### src/rtl/booth_host_if.sv
// System-side operand/result handshake bundle for booth_host.
// The slave modport is the sequencer; the master modport is the producer/consumer.
interface booth_host_if;
    logic        op_valid;
    logic        op_ready;
    logic [7:0]  op_a;
    logic [7:0]  op_b;
    logic        res_valid;
    logic        res_ready;
    logic [15:0] res_product;
    logic        res_timeout;

    modport slave (
        input  op_valid, op_a, op_b, res_ready,
        output op_ready, res_valid, res_product, res_timeout
    );

    modport master (
        output op_valid, op_a, op_b, res_ready,
        input  op_ready, res_valid, res_product, res_timeout
    );
endinterface

### src/rtl/booth_host.sv
// Initiator-side sequencer for the 8-bit Booth multiplier: loads M then Q,
// waits for done with a timeout, reads the product high byte then low byte.
module booth_host #(
    parameter int TIMEOUT_CYCLES = 64
) (
    input  logic         clk,
    input  logic         rst_n,
    booth_host_if.slave  host,
    output logic         mul_enable_o,
    output logic [7:0]   mul_inbus_o,
    input  logic         mul_done_i,
    input  logic [7:0]   mul_outbus_i,
    output logic         busy_o
);
    localparam int CW = $clog2(TIMEOUT_CYCLES + 1);
    localparam logic [CW-1:0] CNT_LAST = CW'(TIMEOUT_CYCLES - 1);

    typedef enum logic [2:0] {IDLE, LOAD_M, WAIT_DONE, READ_LO, RESP} state_t;

    state_t        state_q, state_d;
    logic          live_q;
    logic [7:0]    a_q, b_q;
    logic [CW-1:0] cnt_q;
    logic [15:0]   prod_q;
    logic          tmo_q;
    logic          accept;
    logic          timeout_hit;

    // live_q keeps op_ready low while reset is held and for no longer.
    assign accept      = (state_q == IDLE) && live_q && host.op_valid;
    assign timeout_hit = !mul_done_i && (cnt_q == CNT_LAST);

    always_ff @(posedge clk or negedge rst_n) begin
        if (!rst_n) state_q <= IDLE;
        else        state_q <= state_d;
    end

    always_comb begin
        state_d = state_q;
        case (state_q)
            IDLE:      if (accept) state_d = LOAD_M;
            LOAD_M:    state_d = WAIT_DONE;
            WAIT_DONE: begin
                if (mul_done_i)       state_d = READ_LO;
                else if (timeout_hit) state_d = RESP;
            end
            READ_LO:   state_d = RESP;
            RESP:      if (host.res_ready) state_d = IDLE;
            default:   state_d = IDLE;
        endcase
    end

    always_comb begin
        host.op_ready   = live_q && (state_q == IDLE);
        host.res_valid  = (state_q == RESP);
        mul_enable_o    = (state_q == LOAD_M);
        busy_o          = (state_q != IDLE);
        mul_inbus_o     = 8'h00;
        case (state_q)
            LOAD_M:            mul_inbus_o = a_q;
            WAIT_DONE, READ_LO: mul_inbus_o = b_q;
            default:           mul_inbus_o = 8'h00;
        endcase
    end

    assign host.res_product = prod_q;
    assign host.res_timeout = tmo_q;

    always_ff @(posedge clk or negedge rst_n) begin
        if (!rst_n) begin
            live_q <= 1'b0;
            a_q    <= 8'h00;
            b_q    <= 8'h00;
            cnt_q  <= '0;
            prod_q <= 16'h0000;
            tmo_q  <= 1'b0;
        end else begin
            live_q <= 1'b1;
            case (state_q)
                IDLE: if (accept) begin
                    a_q    <= host.op_a;
                    b_q    <= host.op_b;
                    prod_q <= 16'h0000;
                    tmo_q  <= 1'b0;
                end
                LOAD_M: cnt_q <= '0;
                WAIT_DONE: begin
                    if (cnt_q != '1) cnt_q <= cnt_q + CW'(1);
                    if (mul_done_i) begin
                        prod_q[15:8] <= mul_outbus_i;
                    end else if (timeout_hit) begin
                        prod_q <= 16'h0000;
                        tmo_q  <= 1'b1;
                    end
                end
                READ_LO: prod_q[7:0] <= mul_outbus_i;
                default: ;
            endcase
        end
    end
endmodule

### src/flat_wrapper.sv
// flat-port wrapper written by rule: the top's interface ports become plain ports
module booth_host_flat 
#(
    parameter int TIMEOUT_CYCLES = 64
)
  (clk, rst_n, mul_enable_o, mul_inbus_o, mul_done_i, mul_outbus_i, busy_o, host_op_valid, host_op_a, host_op_b, host_res_ready, host_op_ready, host_res_valid, host_res_product, host_res_timeout);
  booth_host_if host_i ();
  input  logic clk;
  input  logic rst_n;
  output logic mul_enable_o;
  output logic [7:0] mul_inbus_o;
  input  logic mul_done_i;
  input  logic [7:0] mul_outbus_i;
  output logic busy_o;
  input wire logic [$bits(host_i.op_valid)-1:0] host_op_valid;
  input wire logic [$bits(host_i.op_a)-1:0] host_op_a;
  input wire logic [$bits(host_i.op_b)-1:0] host_op_b;
  input wire logic [$bits(host_i.res_ready)-1:0] host_res_ready;
  output wire logic [$bits(host_i.op_ready)-1:0] host_op_ready;
  output wire logic [$bits(host_i.res_valid)-1:0] host_res_valid;
  output wire logic [$bits(host_i.res_product)-1:0] host_res_product;
  output wire logic [$bits(host_i.res_timeout)-1:0] host_res_timeout;
  assign host_i.op_valid = host_op_valid;
  assign host_i.op_a = host_op_a;
  assign host_i.op_b = host_op_b;
  assign host_i.res_ready = host_res_ready;
  assign host_op_ready = host_i.op_ready;
  assign host_res_valid = host_i.res_valid;
  assign host_res_product = host_i.res_product;
  assign host_res_timeout = host_i.res_timeout;
  booth_host #(.TIMEOUT_CYCLES(TIMEOUT_CYCLES)) u_core (.clk(clk), .rst_n(rst_n), .host(host_i), .mul_enable_o(mul_enable_o), .mul_inbus_o(mul_inbus_o), .mul_done_i(mul_done_i), .mul_outbus_i(mul_outbus_i), .busy_o(busy_o));
endmodule
### config.mk
export PLATFORM = sky130hd
export DESIGN_NAME = booth_host_flat
export DESIGN_NICKNAME = d
export VERILOG_FILES = /design/src/rtl/booth_host_if.sv /design/src/rtl/booth_host.sv /design/src/flat_wrapper.sv
export SDC_FILE = /design/constraint.sdc
export NUM_CORES = 1
export LEC_CHECK = 0
export ABC_AREA = 1
export CAP_MARGIN = 5
export CORE_MARGIN = 2
export CORE_UTILIZATION = 35
export DETAILED_ROUTE_END_ITERATION = 8
export GPL_ROUTABILITY_DRIVEN = 0
export PLACE_DENSITY = 0.63
export SLEW_MARGIN = 20
export SYNTH_ARGS = -nofsm -noshare
export SYNTH_HDL_FRONTEND = slang
export SYNTH_SLANG_ARGS = --single-unit
export TNS_END_PERCENT = 100
### constraint.sdc
create_clock -name clk -period 1.5 [get_ports clk]
set_input_delay 0.225 -clock clk [delete_from_list [all_inputs] [get_ports clk]]
set_output_delay 0.225 -clock clk [all_outputs]
set_load 0.05 [all_outputs]
Yosys cells after proc, flatten, opt, wreduce, memory -nomap -nowiden
Cells that the tools add are included.
- bits in registers: 44
- input port bits: 29
- output and inout port bits: 29
- logic and storage cells: 55
- add/sub/neg operators: 1
- eq/ne operators: 12
- multiplexer cells: 18
- reductions and logical operators: 16
- operators with widths (kind ; number):
    two-way mux 16 bit ; 2
    case mux 8 bit (2 select lines) ; 2
    case mux 8 bit (3 select lines) ; 1
    two-way mux 8 bit ; 2
    case mux 3 bit (5 select lines) ; 1
    case mux 7 bit (2 select lines) ; 1
    two-way mux 3 bit ; 4
    AND reduction 4 bit ; 2
    adder 7 x 1 -> 7 bit (second input constant) ; 1
    == test 7 x 6 -> 1 bit (second input constant) ; 1
    two-way mux 7 bit ; 1
    != test 7 bit (second input constant) ; 1
    == test 3 x 2 -> 1 bit (second input constant) ; 2
    != test 2 x 1 -> 1 bit (second input constant) ; 3
    AND reduction 3 bit ; 2
    nonzero test 3 bit ; 2
    != test 2 bit (second input constant) ; 2
    AND reduction 2 bit ; 2
    nonzero test 2 bit ; 2
    == test 3 x 1 -> 1 bit (second input constant) ; 1
    == test 3 bit (second input constant) ; 1
    logical AND 1 bit ; 3
    logical NOT 3 bit ; 1
    two-way mux 1 bit ; 3
    other kinds (4) ; 4

Logic depth before layout (Yosys ltp)
Gate-level depths: netlist of the first run.
- depth in word-level cells: 5
- depth in mapped cells: 8
- depth with buffers taken out: 8

Worst setup path after synthesis of the first run
No wires, ideal clock.
- kind: reg2reg
- start: reg u_core.state_q[1]
- end: reg u_core.state_q[0]
- library setup time: 0.117 ns
- arrival time: 1.974 ns
- required time: 1.383 ns
- setup slack: -0.591 ns
- cell stages (with the launch flop): 6
- path buffers: 1
- clock period less this slack: 2.091 ns
- cell sequence: dfrtp_1 > buf_4 > nor3_1 > nand2_1 > nand3_1 > nor2_1
- elaborated cells between the ends (all ways): 12
- classes of those cells: 7 x eq/ne; 1 x mux; 4 x reduce/logical
- RTL lines (item ; line ; text):
    start: declaration ; booth_host.sv:20 ; state_t state_q, state_d;
    start signal: assignment ; booth_host.sv:35 ; else state_q <= state_d;
    == test 3 bit (*) ; n/a ;
    via host_res_valid ; flat_wrapper.sv:20 ; output wire logic [$bits(host_i.res_valid)-1:0] host_res_valid;
    != test 2 bit (no line) ; n/a ;
    AND reduction 3 bit (no line) ; n/a ;
The timed path passes the listed nets; every way through them passes the cells marked *.
A chain may end at the register's enable or synchronous reset.

Final worst setup path of the first run
- start: reg u_core.state_q[2]
- end: out mul_enable_o
- cells in the longest elaborated chain, start to end: 1
- ends and longest elaborated chain (item ; line ; text):
    == test 3 x 1 -> 1 bit ; booth_host.sv:56 ; mul_enable_o = (state_q == LOAD_M);
    end: declaration ; flat_wrapper.sv:10 ; output logic mul_enable_o;
Every way passes these cells.

==> results of run 1 <==
-- power by group --
group          leakage (nW)  switching, mW  internal [mW]  total, mW
clock network        0.0479          0.416          0.325      0.741
registers             0.571          0.345           1.63       1.97
logic                  1.08           2.47           1.94       4.41
-- stage by stage --
stage	hold slack [ns]	std cells	utilization, %	TNS [ns]
floorplan	-0.0706	240	-	-0.764
global route	0.458	404	57.6	-3.39
CTS	0.434	396	54.4	-2.09
detailed placement	0.223	380	51.1	-0.00168
global placement	0.221	380	51.1	0
finish	0.424	404	57.6	-2.01
-- routing by layer --
metal / vias to the layer above / share of wire [%] / GRT usage, %
met2: 39 / 49 / 26.4
met5: - / 0 / 0
met4: 0 / 1.0 / 4.24
li1: 930 / - / -
met3: 5 / 5.5 / 4.89
met1: 817 / 44 / 20.3
-- sequential cells by signal, indices dropped and copies added (netlist names) --
signal / count
u_core.host.res_product: 16
u_core.live_q: 1
u_core.b_q: 8
u_core.host.res_timeout: 1
u_core.state_q: 3
u_core.a_q: 8
u_core.cnt_q: 7
-- synthesized netlist by cell type (all sizes together) (2+ instances only) --
library cell   n
inv           38
a21oi          5
buf            4
o21ai         29
a22o           8
nand3         12
nor3           2
nand2         77
nor2          12
dfrtp         44
-- critical path: stages (launching register included) --
cell and delay, ns:
sky130_fd_sc_hd__dfrtp_1 0.43, sky130_fd_sc_hd__buf_6 0.14, sky130_fd_sc_hd__nor3_4 0.20, sky130_fd_sc_hd__clkbuf_16 0.20, sky130_fd_sc_hd__buf_4 0.12, sky130_fd_sc_hd__buf_12 0.13
-- final cells by class --
type / count / area share [%]
flip-flops and latches: 44 / 32.9
inverters: 39 / 4.59
multi-input cells: 152 / 28.6
well taps: 75 / 2.80
clock buffers: 5 / 2.05
repair buffers: 86 / 28.5
clock inverters: 3 / 0.560
-- logic make-up after synthesis --
| group | count (synthesis) | synth area share [%] |
|---|---|---|
| compound gates | 42 | 12.3 |
| other cells | 1 | 0.180 |
| flops | 44 | 52.9 |
| fa+ha+maj | 1 | 0.601 |
| buf+inv | 44 | 8.42 |
| xor+xnor | 2 | 0.842 |
| simple gates | 106 | 24.8 |
-- worst paths after layout --
| check | start | to | depth (start not counted) |
|---|---|---|---|
| setup reg to reg | u_core.cnt_q[1]$_DFFE_PN0P_ | u_core.host.res_product[9]$_DFFE_PN0P_ | 8 |
| setup / recovery | u_core.state_q[2]$_DFFE_PN0P_ | mul_enable_o | 5 |
| hold reg to reg | u_core.host.res_product[6]$_DFFE_PN0P_ | u_core.host.res_product[6]$_DFFE_PN0P_ | 2 |
| max in group asynchronous | rst_n | u_core.state_q[1]$_DFFE_PN0P_ | 3 |
| min in group clk | host_op_b[5] | u_core.b_q[5]$_DFFE_PN0P_ | 3 |
| hold / removal | rst_n | u_core.host.res_product[0]$_DFFE_PN0P_ | 3 |
-- repair_timing --
| item | CTS | global route |
|---|---|---|
| endpoints found under the hold margin | 44 | 0 |
| pin swaps | 2 | 8 |
| hold buffers | 1 | 0 |
| gates cloned | 0 | 1 |
| endpoints found under the setup margin | 12 | 34 |
| buffers inserted | 7 | 8 |
| gates resized for setup | 10 | 30 |
==> out/qor_table.md, run 1 <==
| Result | Value | Unit |
| --- | --- | --- |
| Fin crit period | 1.72 | ns |
| Area growth from synthesis to layout | 61.0 | % |
| Place WS | -0.00129 | ns |
| Outcome | complete, but fails checks | - |
| Die Height | 81.1 | µm |
| Arrival time of the worst setup path | 1.50 | ns |
| Cell at the root of the clock tree | sky130_fd_sc_hd__clkbuf_8 | - |
| Final setup fails | 11 | - |
| Share of the clock period used by the worst path after layout | 115 | % |
| Clock buffers created by TritonCTS | 5 | - |
| DR vias/cell | 4.43 | - |
| Storage element area | 1100 | µm² |
| Area after detailed placement | 2970 | µm² |
| Clock slew at reported path FFs | 0.09 | ns |
| Antenna diode count | 0 | - |
| Ratio of cells with drive above 1 in the final layout | 33.7 | % |
| Finished layout cell area | 3350 | µm² |
| Peak supply drop | 0.948 | mV |
| Count of standard-cell rows | 28 | - |
| HPWL after DPL | 3370 | µm |
| Worst Path Max Fanout | 5 | - |
| Core Area | 5820 | µm² |
| Area of combinational cells with multiple inputs | 960 | µm² |
| FF+latch count, synth | 44 | - |
| Total number of H-tree levels | 2 | - |
| Primary FF master, synth | sky130_fd_sc_hd__dfrtp_1 | - |
| Cell variety after synth | 31 | - |
| Final setup margin | -0.220 | ns |
| Post-Synthesis Net Count | 270 | - |
| Commonest cells after routing, fill and taps aside | 60 x sky130_fd_sc_hd__nand2_1, 43 x sky130_fd_sc_hd__dfrtp_1, 35 x sky130_fd_sc_hd__inv_1 | - |
| Number of synthesized flops with an enable pin | 0 | - |
| Final global-route overflow total | 0 | - |
| Vias after detailed routing | 1791 | - |
| Area of the die | 6580 | µm² |
| Count of fill cells added during filler insertion | 518 | - |
| DRT antenna net count | 0 | - |
| Hold violation total from the final report | 0 | - |
| Routed length per placed instance | 12.2 | µm |
| Pin count of the biggest net entering global routing | 45 | - |
| Drc violations | 0 | - |
| Clock Path Buffers | 2 | - |
| Total chip power | 7.12 | mW |
| Leak Pwr | 1.70 | nW |
| Dominant cell type by area after synthesis | sky130_fd_sc_hd__dfrtp_1 | - |
| RSZ-0062 raised after global routing | true | - |
| Post-synth top area share | 52.9 | % |
| 1st-pass router iterations | 4 | - |
| Post-route clock skew | 0.00508 | ns |
| Drt initial violations | 88 | - |
| Netlist Area Pre-Place | 2080 | µm² |
| Reg2Reg Setup Slack | 0 | ns |
| Most common cell after layout, fill and taps aside | sky130_fd_sc_hd__nand2_1 | - |
| Ports placed on the boundary | 58 | - |
| Wire length of the first global-routing pass | 8110 | µm |
| Post-Syn Instances | 240 | - |
| Total track usage | 16.0 | % |
| Initial core utilization | 35.8 | % |
| Total Routed Length | 4920 | µm |
| Maximum achievable frequency | 581 | MHz |
| Register area share after synthesis | 52.9 | % |
| Slew Viols, Final | 0 | - |
| Antenna violations before repair | 0 | - |
| Kind of start point of the critical path | register | - |
| Insertion delay of the later-clocked pin in the worst-skew pair | 0.30 | ns |
| Number of nets in the finished design | 358 | - |
| Endpoint class of the critical path | output port | - |
| Violations in the final reports | negative setup slack | - |
| Floorplan die width | 81.1 | µm |
| CTS tree | yes | - |
| Yosys warns | 0 | - |
| CTS sink cnt | 44 | - |
| Count of port buffers added during placement | 57 | - |
| Count of maximum capacitance violations | 0 | - |
| Worst hold-check path type | in2async | - |
| Async SR Flop Fraction | 100 | % |
| Most area-consuming cells after synthesis | sky130_fd_sc_hd__dfrtp_1 53%, sky130_fd_sc_hd__nand2_1 13%, sky130_fd_sc_hd__inv_1 6.5% | - |
| Average cell area after synthesis | 8.67 | µm² |
| Vias in the first global route | 1784 | - |
| Pwr dens | 2130 | nW/µm² |
| Crit path kind | reg2out | - |
| Critical path required time | 1.27 | ns |
No activity file was read; power rests on OpenSTA's default activity.
==> inputs of run 2 (changes only) <==
--- a/config.mk
+++ b/config.mk
@@ -10,7 +10,6 @@
 export CORE_MARGIN = 2
 export CORE_UTILIZATION = 35
 export DETAILED_ROUTE_END_ITERATION = 8
-export GPL_ROUTABILITY_DRIVEN = 0
 export PLACE_DENSITY = 0.63
 export SLEW_MARGIN = 20
 export SYNTH_ARGS = -nofsm -noshare
==> results of run 2 <==
Final layout, timing and power as in run 1 (identical DEF).
==> inputs of run 3 (changes only) <==
--- a/config.mk
+++ b/config.mk
@@ -9,8 +9,11 @@
 export CAP_MARGIN = 5
 export CORE_MARGIN = 2
 export CORE_UTILIZATION = 35
+export CTS_CLUSTER_DIAMETER = 120
+export CTS_CLUSTER_SIZE = 28
 export DETAILED_ROUTE_END_ITERATION = 8
 export PLACE_DENSITY = 0.63
+export SKIP_LAST_GASP = 1
 export SLEW_MARGIN = 20
 export SYNTH_ARGS = -nofsm -noshare
 export SYNTH_HDL_FRONTEND = slang
==> run 3 against run 2 <==
Effect of this change: the flow still finishes with violations (negative setup slack); sequential share of layout area rose by 0.28 points; hold slack improved by 0.0014 ns; fmax rose by 0.21%; largest cell class unchanged.
==> out/qor_table.md, run 3 (synthesized netlist as in run 1, its figures left out) <==
| Result | Value | Unit |
| --- | --- | --- |
| Ratio of cells with drive above 1 in the final layout | 32.3 | % |
| Total track usage | 15.9 | % |
| Kind of start point of the critical path | register | - |
| Count of standard-cell rows | 28 | - |
| Highest-delay cell along the critical path | sky130_fd_sc_hd__dfrtp_1 | - |
| Worst hold-check path type | in2async | - |
| Routed length per placed instance | 12.1 | µm |
| Final setup margin | -0.217 | ns |
| HPWL after DPL | 3370 | µm |
| Power share of the combinational group | 61.4 | % |
| Clock Path Buffers | 2 | - |
| Arrival time of the worst setup path | 1.49 | ns |
| Reg2Reg Setup Slack | 0.01 | ns |
| Antenna diode count | 0 | - |
| Wire length of the first global-routing pass | 8070 | µm |
| Switching portion of total power | 45.4 | % |
| Finished layout cell area | 3320 | µm² |
| Leak Pwr | 1.69 | nW |
| Pwr dens | 2110 | nW/µm² |
| Endpoint class of the critical path | output port | - |
| Peak supply drop | 0.926 | mV |
| Area growth from synthesis to layout | 59.7 | % |
| Total Routed Length | 4880 | µm |
| Floorplan die width | 81.1 | µm |
| CTS tree | yes | - |
| Crit path kind | reg2out | - |
| Antenna violations before repair | 0 | - |
| DR vias/cell | 4.43 | - |
| Final global-route overflow total | 0 | - |
| Initial core utilization | 35.8 | % |
| Maximum achievable frequency | 582 | MHz |
| Die Height | 81.1 | µm |
| Outcome | complete, but fails checks | - |
| Core Area | 5820 | µm² |
| Terminus of the critical flop-to-flop path | u_core.host.res_product[8]$_DFFE_PN0P_ | - |
| Drt initial violations | 91 | - |
| Hold violation total from the final report | 0 | - |
| Cell type group with the largest total delay on the critical path | buffers and inverters | - |
| Slew Viols, Final | 0 | - |
| Ports placed on the boundary | 58 | - |
| Final RePlAce weighted congestion | 0.753 | - |
| Commonest cells after routing, fill and taps aside | 63 x sky130_fd_sc_hd__nand2_1, 43 x sky130_fd_sc_hd__dfrtp_1, 36 x sky130_fd_sc_hd__inv_1 | - |
| Drc violations | 0 | - |
| Area after detailed placement | 2970 | µm² |
| Largest incremental delay on the critical path | 0.42 | ns |
| Cell depth of the worst flop-to-flop path | 8 | - |
| Total number of H-tree levels | 2 | - |
| Post-route clock skew | 0.00278 | ns |
| DRT antenna net count | 0 | - |
| Buffers & Inverters on Critical Path | 4 | - |
| Most common cell after layout, fill and taps aside | sky130_fd_sc_hd__nand2_1 | - |
| Share of the clock period used by the worst path after layout | 114 | % |
| Final setup fails | 12 | - |
| Setup TNS Final | -2.10 | ns |
| Insertion delay of the later-clocked pin in the worst-skew pair | 0.29 | ns |
| Critical path required time | 1.27 | ns |
| Violations in the final reports | negative setup slack | - |
| 1st-pass router iterations | 4 | - |
| Reg power frac | 28.0 | % |
| Fin crit period | 1.72 | ns |
| Share of total power in the clock network | 10.6 | % |
| Count of maximum capacitance violations | 0 | - |
| Number of flip-flops under the largest register name | 16 | - |
| Vias in the first global route | 1771 | - |
| Pin count of the biggest net entering global routing | 45 | - |
| Clock buffers created by TritonCTS | 5 | - |
| Vias after detailed routing | 1785 | - |
| Internal portion of total power | 3.83 | mW |
| Critical-path cell list | buf_6 > nor3_4 > clkbuf_16 > buf_4 > buf_12 | - |
| Cell at the root of the clock tree | sky130_fd_sc_hd__clkbuf_8 | - |
| Worst Path Max Fanout | 5 | - |
| CTS sink cnt | 44 | - |
| Count of port buffers added during placement | 57 | - |
| Switching power | 3.18 | mW |
| Area of the die | 6580 | µm² |
| Number of nets in the finished design | 357 | - |
| RSZ-0062 raised after global routing | true | - |
| Reg2Reg Launch Point | u_core.cnt_q[1]$_DFFE_PN0P_ | - |
| Clock slew at reported path FFs | 0.09 | ns |
run 3: cell types whose count changed in the layout (fill, tap and decap cells not counted):
| cell | previous run | this run |
|---|---|---|
| sky130_fd_sc_hd__buf_6 | 6 | 5 |
| sky130_fd_sc_hd__nor2_4 | 4 | 3 |
| sky130_fd_sc_hd__nand2_2 | 12 | 9 |
| sky130_fd_sc_hd__inv_1 | 35 | 36 |
| sky130_fd_sc_hd__nor2_2 | 2 | 3 |
| sky130_fd_sc_hd__inv_2 | 3 | 2 |
| sky130_fd_sc_hd__inv_8 | 1 | 0 |
| sky130_fd_sc_hd__inv_4 | 0 | 1 |
| sky130_fd_sc_hd__nand2_1 | 60 | 63 |
run 3: worst min-delay path: cells and delay by family:
family / cells / cell delay [ns]
buffers and inverters: 3 / 0.88
run 3: per-layer routing:
layer | vias to the layer above | part of all wire (%) | global-route usage (%)
met1 | 817 | 44 | 20.7
met2 | 37 | 50 | 26.0
li1 | 926 | - | -
met4 | 0 | 1.0 | 4.07
met5 | - | 0 | 0
met3 | 5 | 5.3 | 4.67
run 3: worst max path at each step:
stage / startpoint / end / slack (ns) / cells past startpoint
finish: u_core.state_q[2]$_DFFE_PN0P_ / mul_enable_o / -0.22 / 5
CTS: u_core.state_q[2]$_DFFE_PN0P_ / mul_inbus_o[7] / -0.24 / 5
global placement: u_core.state_q[2]$_DFFE_PN0P_ / u_core.host.res_product[7]$_DFFE_PN0P_ / 0.04 / 8
floorplan: u_core.state_q[0]$_DFFE_PN0P_ / host_op_ready / -0.1 / 5
global route: u_core.state_q[2]$_DFFE_PN0P_ / mul_inbus_o[2] / -0.28 / 5
detailed placement: mul_done_i / u_core.host.res_product[11]$_DFFE_PN0P_ / -0.001 / 7
run 3: timing repair:
action	4_1_cts	5_1_grt
cloned	0	1
setup buffers	7	7
gates resized for setup	3	28
pin swaps	2	11
hold buffers	1	0
endpoints found under the hold margin	44	0
setup endpoints to repair	12	34
run 3: cell type report:
class	count	area (µm²)
fillers	533	2490
flip-flops and latches	44	1100
multi-input cells	152	947
repair buffers	85	942
inverters	39	149
well taps	75	93.8
clock buffers	5	68.8
clock inverters	3	18.8
run 3: stage by stage:
stage               cells  setup WS [ns]  hold WS [ns]  utilization (%)  power, mW
finish                403         -0.217         0.425             57.1       7.01
CTS                   396         -0.242         0.434             53.9       6.71
global route          403         -0.277         0.458             57.1       7.47
detailed placement    380       -0.00129         0.223             51.1       5.82
global placement      380         0.0425         0.221             51.1       5.79
floorplan             240        -0.0967       -0.0706                -       4.22
run 3: power by group through the flow:
stage	Combinational, mW	Clock (mW)	Sequential [mW]
floorplan	1.77	0	2.45
detailed placement	3.88	0	1.93
global route	4.63	0.814	2.03
global placement	3.86	0	1.93
CTS	4.02	0.768	1.92
finish	4.30	0.744	1.97
